**config.mk**
```make
export PLATFORM = sky130hd
export DESIGN_NAME = axi_route_decoder
export DESIGN_NICKNAME = d
export VERILOG_FILES = /design/src/rtl/axi_route_decoder.sv
export SDC_FILE = /design/constraint.sdc
export NUM_CORES = 1
export LEC_CHECK = 0
export CAP_MARGIN = 20
export CELL_PAD_IN_SITES_DETAIL_PLACEMENT = 1
export CELL_PAD_IN_SITES_GLOBAL_PLACEMENT = 2
export CORE_MARGIN = 5
export CORE_UTILIZATION = 16
export CTS_CLUSTER_DIAMETER = 30
export CTS_CLUSTER_SIZE = 8
export DETAILED_ROUTE_END_ITERATION = 8
export GPL_TIMING_DRIVEN = 1
export HOLD_SLACK_MARGIN = 0.02
export PLACE_DENSITY = 0.83
export REMOVE_ABC_BUFFERS = 1
export SYNTH_ARGS = -nofsm -noshare
export SYNTH_HDL_FRONTEND = slang
export SYNTH_SLANG_ARGS = --single-unit
```
**constraint.sdc**
```tcl
create_clock -name ACLK -period 5.74 [get_ports ACLK]
set_input_delay 1.148 -clock ACLK [delete_from_list [all_inputs] [get_ports ACLK]]
set_output_delay 1.148 -clock ACLK [all_outputs]
set_load 0.1 [all_outputs]
```
**src/rtl/axi_route_decoder.sv**
```systemverilog
// Address decoder with ordering lock: maps addr upper field onto NUM_SLAVES regions plus a default slave.
// Latency: address/valid/ready path is zero-cycle combinational; the count, lock and error state update one edge later.
// Backpressure: ready_o mirrors the selected slave's ready; a request to another slave, or any request once full, stalls with valid_s_o=0.
module axi_route_decoder #(
    parameter int NUM_SLAVES      = 2,
    parameter int ADDR_BITS       = 32,
    parameter int SEL_MSB         = 31,
    parameter int SEL_LSB         = 16,
    parameter int MAX_OUTSTANDING = 4,
    localparam int CW             = $clog2(MAX_OUTSTANDING + 1),
    localparam int NS             = NUM_SLAVES + 1
) (
    input  logic                 ACLK,
    input  logic                 ARESET,
    input  logic [ADDR_BITS-1:0] addr_i,
    input  logic                 valid_i,
    output logic                 ready_o,
    output logic [NS-1:0]        valid_s_o,
    input  logic [NS-1:0]        ready_s_i,
    input  logic                 resp_done_i,
    output logic [NS-1:0]        resp_sel_o,
    output logic [CW-1:0]        outstanding_o,
    output logic                 err_o
);

    localparam int IW = (NS > 1) ? $clog2(NS) : 1;
    localparam int SW = SEL_MSB - SEL_LSB + 1;
    localparam logic [SW-1:0] SEL_NUM = SW'(NUM_SLAVES);
    localparam logic [CW-1:0] MAX_CNT = CW'(MAX_OUTSTANDING);

    logic [SW-1:0] field;
    logic [IW-1:0] tgt;
    logic [IW-1:0] lock_sel;
    logic [CW-1:0] cnt;
    logic [CW-1:0] cnt_nxt;
    logic          issue_ok;
    logic          hs;
    logic          unused_addr;

    // Only the select field steers routing; remaining address bits travel with the request untouched.
    assign unused_addr = ^addr_i;

    // Region decode: out-of-range field values fall through to the default slave.
    always_comb begin
        field = addr_i[SEL_MSB:SEL_LSB];
        tgt   = IW'(NUM_SLAVES);
        if (field < SEL_NUM) begin
            tgt = IW'(field);
        end
    end

    // Issue gating uses registered state only, so resp_done_i never reaches the address path.
    always_comb begin
        issue_ok  = valid_i && !ARESET &&
                    ((cnt == '0) || ((tgt == lock_sel) && (cnt < MAX_CNT)));
        valid_s_o = '0;
        ready_o   = 1'b0;
        if (issue_ok) begin
            valid_s_o = NS'(1) << tgt;
            ready_o   = ready_s_i[tgt];
        end
        hs = ready_o;
    end

    // Outstanding count: accept and retire in the same cycle cancel; a stray retire never underflows.
    always_comb begin
        cnt_nxt = cnt;
        if (hs && !resp_done_i) begin
            cnt_nxt = cnt + CW'(1);
        end else if (!hs && resp_done_i && (cnt != '0)) begin
            cnt_nxt = cnt - CW'(1);
        end else if (hs && resp_done_i && (cnt == '0)) begin
            cnt_nxt = CW'(1);
        end
    end

    // State register: count, locked slave and sticky protocol error.
    always_ff @(posedge ACLK) begin
        if (ARESET) begin
            cnt      <= '0;
            lock_sel <= '0;
            err_o    <= 1'b0;
        end else begin
            cnt <= cnt_nxt;
            if (hs) begin
                lock_sel <= tgt;
            end
            if (resp_done_i && (cnt == '0)) begin
                err_o <= 1'b1;
            end
        end
    end

    // Response steering and count are forced quiet while reset is held.
    always_comb begin
        resp_sel_o    = '0;
        outstanding_o = '0;
        if (!ARESET) begin
            outstanding_o = cnt;
            if (cnt != '0) begin
                resp_sel_o = NS'(1) << lock_sel;
            end
        end
    end

endmodule
```
==> impl_metrics.json <==
{
  "status": "complete, no violations",
  "tightest_slew_ns": 0.9684,
  "via_per_inst": 4.299,
  "finalCoreUtilization_pct": 27.55,
  "leakage_nw": 0.3887,
  "post_drt_wl_per_cell_um": 12.86,
  "fill_cells": 448,
  "post_cts_buffers": 0,
  "synth_edf_count": 0,
  "power-per-cell-area_nw_per_um2": 400.3,
  "fin_nets": 150,
  "crit_required_ns": 4.59,
  "path_max_fanout": 12,
  "antenna_cells": 0,
  "ctsHoldBuffers": 0,
  "synth.cell_area_um2": 594.3,
  "hold_viol_final": 0,
  "critical-path-slowest-cell": "clkdlybuf4s50_1",
  "synth-async-reset-ratio_pct": 0,
  "path_clk_slew_ns": 0.04,
  "synth_area_per_cell_um2": 8.254,
  "slew_headroom_pct": 35.24,
  "grt_antenna_before_repair": 0,
  "tns_ns": 0,
  "vias": 662,
  "synth_ff_type": "dfxtp_1",
  "synth_cells": 72,
  "cp_cell_sequence": "clkdlybuf4s50_1 > nor2_1 > clkdlybuf4s50_1",
  "wl_um": 1981,
  "io_buffers": 33,
  "ctsResizeCount": 0,
  "cts_max_level": 1,
  "fmax_ghz": 0.2312,
  "cp-start-kind": "primary input",
  "ir_drop_v": 0.0001101,
  "dp_hpwl_um": 1682,
  "core-area_um2": 3633,
  "ant_nets": 0,
  "grt_max_degree": 13,
  "fin_crit_ns": 4.325,
  "grt.total_usage_pct": 8.413,
  "drc": 0,
  "die_h_um": 70.95,
  "rows": 22,
  "initial_core_util_pct": 16.36,
  "slew_viol_final": 0,
  "rsz0062_at_grt": "false",
  "die-area_um2": 5033,
  "final_common_cell": "clkdlybuf4s50_1",
  "cts_buffers": 3,
  "cts_root_buf": "clkbuf_8",
  "clock_path_buffers": 2,
  "grt_pass1_wl_um": 3270,
  "fin_crit_sh_pct": 75.34,
  "io_pins": 50,
  "setup_viol": 0,
  "worstSkewPairLatency_ns": 0.23,
  "area_delta_synth_final_pct": 68.42,
  "overflow": 0,
  "crit_top_cell": "clkdlybuf4s50_1",
  "grt_pass1_vias": 702,
  "clkSinkCount": 6,
  "layout_common_cells": "26 x clkdlybuf4s50_1, 12 x nor2_1, 7 x buf_4",
  "critPathMaxStageDelay_ns": 1.15,
  "gp_congestion": 0.7810,
  "ys_seq_area_share_pct": 20.21,
  "critical_path_arrival_ns": 3.18,
  "cap_viol_max_count": 0,
  "firstDrtPassIters": 3,
  "power.total_mw": 0.4007,
  "cts_tree": "yes",
  "die_w_um": 70.95,
  "drt_iter0_drc": 14,
  "hold_class": "flip-flop to flip-flop",
  "path_class": "primary input to output port",
  "synth.distinct_cells": 30,
  "synth-seq-cells": 6,
  "yosys_warnings": 0,
  "finClkSkew_ns": 0.006056,
  "endpoint_kind": "output port",
  "drive_gt1_share_pct": 18.87
}
## flip-flops by register name (all words and copies together), names as in the netlist
register	count
cnt	3
err_o	1
lock_sel	2
## cell type report
cell class	instances	area, µm²	share of cell area [%]
multi-input combinational	60	451.7	45.12
clock buffer	3	41.29	4.125
inverter	4	15.01	1.500
sequential	6	120.1	12.00
timing repair buffer	33	312.8	31.25
tap	48	60.06	6.000
## power by group
part	leakage (nW)	switching (mW)	internal, mW
Sequential	0.0492	0.0144	0.0543
Combinational	0.318	0.182	0.0850
Clock	0.0216	0.0198	0.0452
## per-stage QoR
step	instance area (µm²)	hold slack (ns)	worst slack (ns)	std cells
final	1001	0.4808	1.415	154
after global routing	1001	0.5433	1.328	154
after CTS	1001	0.4967	1.398	154
after detailed placement	959.7	0.4874	1.396	151
after global placement	959.7	0.4512	1.403	151
after floorplan	586.8	0.5189	0.7563	70
## routing by layer
layer | GRT usage (%) | part of all wire, % | vias up
met4 | 3.758 | 1.8 | 0
met5 | 0 | 0 | -
met2 | 13.59 | 49 | 15
met1 | 9.475 | 43 | 312
met3 | 3.835 | 6.0 | 4
li1 | - | - | 331
## worst paths after layout
check / startpoint / endpoint / slack, ns / cells past startpoint
hold / removal: err_o / err_o / 0.48 / 2
setup / recovery: ARESET / outstanding_o[2] / 1.42 / 3
hold reg to reg: err_o / err_o / 0.48 / 2
setup reg to reg: cnt[1] / cnt[2] / 3.44 / 7
## synth_stat cells, types with 2 or more instances
library cell | count | area share (%)
nor3_1 | 5 | 4.2
nor4_2 | 2 | 4.2
ha_1 | 3 | 6.3
mux2i_1 | 2 | 3.4
a211oi_1 | 2 | 2.5
clkbuf_1 | 2 | 1.3
nor3b_4 | 2 | 6.3
nor4b_1 | 2 | 2.9
a21oi_1 | 4 | 3.4
dfxtp_1 | 6 | 20
nor2b_1 | 5 | 5.3
nand2_1 | 3 | 1.9
and3_1 | 2 | 2.1
nor2_1 | 12 | 7.6
inv_1 | 4 | 2.5
nand2b_1 | 2 | 2.1
## critical path, delay by kind of cell
kind	cells	cell delay (ns)
AND/OR/NAND/NOR	1	0.20
buffers and inverters	2	1.83
## cell families after synthesis
kind of cell,share of synthesized area [%]
xor gates and xnor gates,1.474
and+or+nand+nor,42.74
muxes,5.894
AOI/OAI and AO/OA,19.58
buffers and inverters,3.789
adders and majority gates,6.316
DFF,20.21
Power figures use the tool's default switching activity.
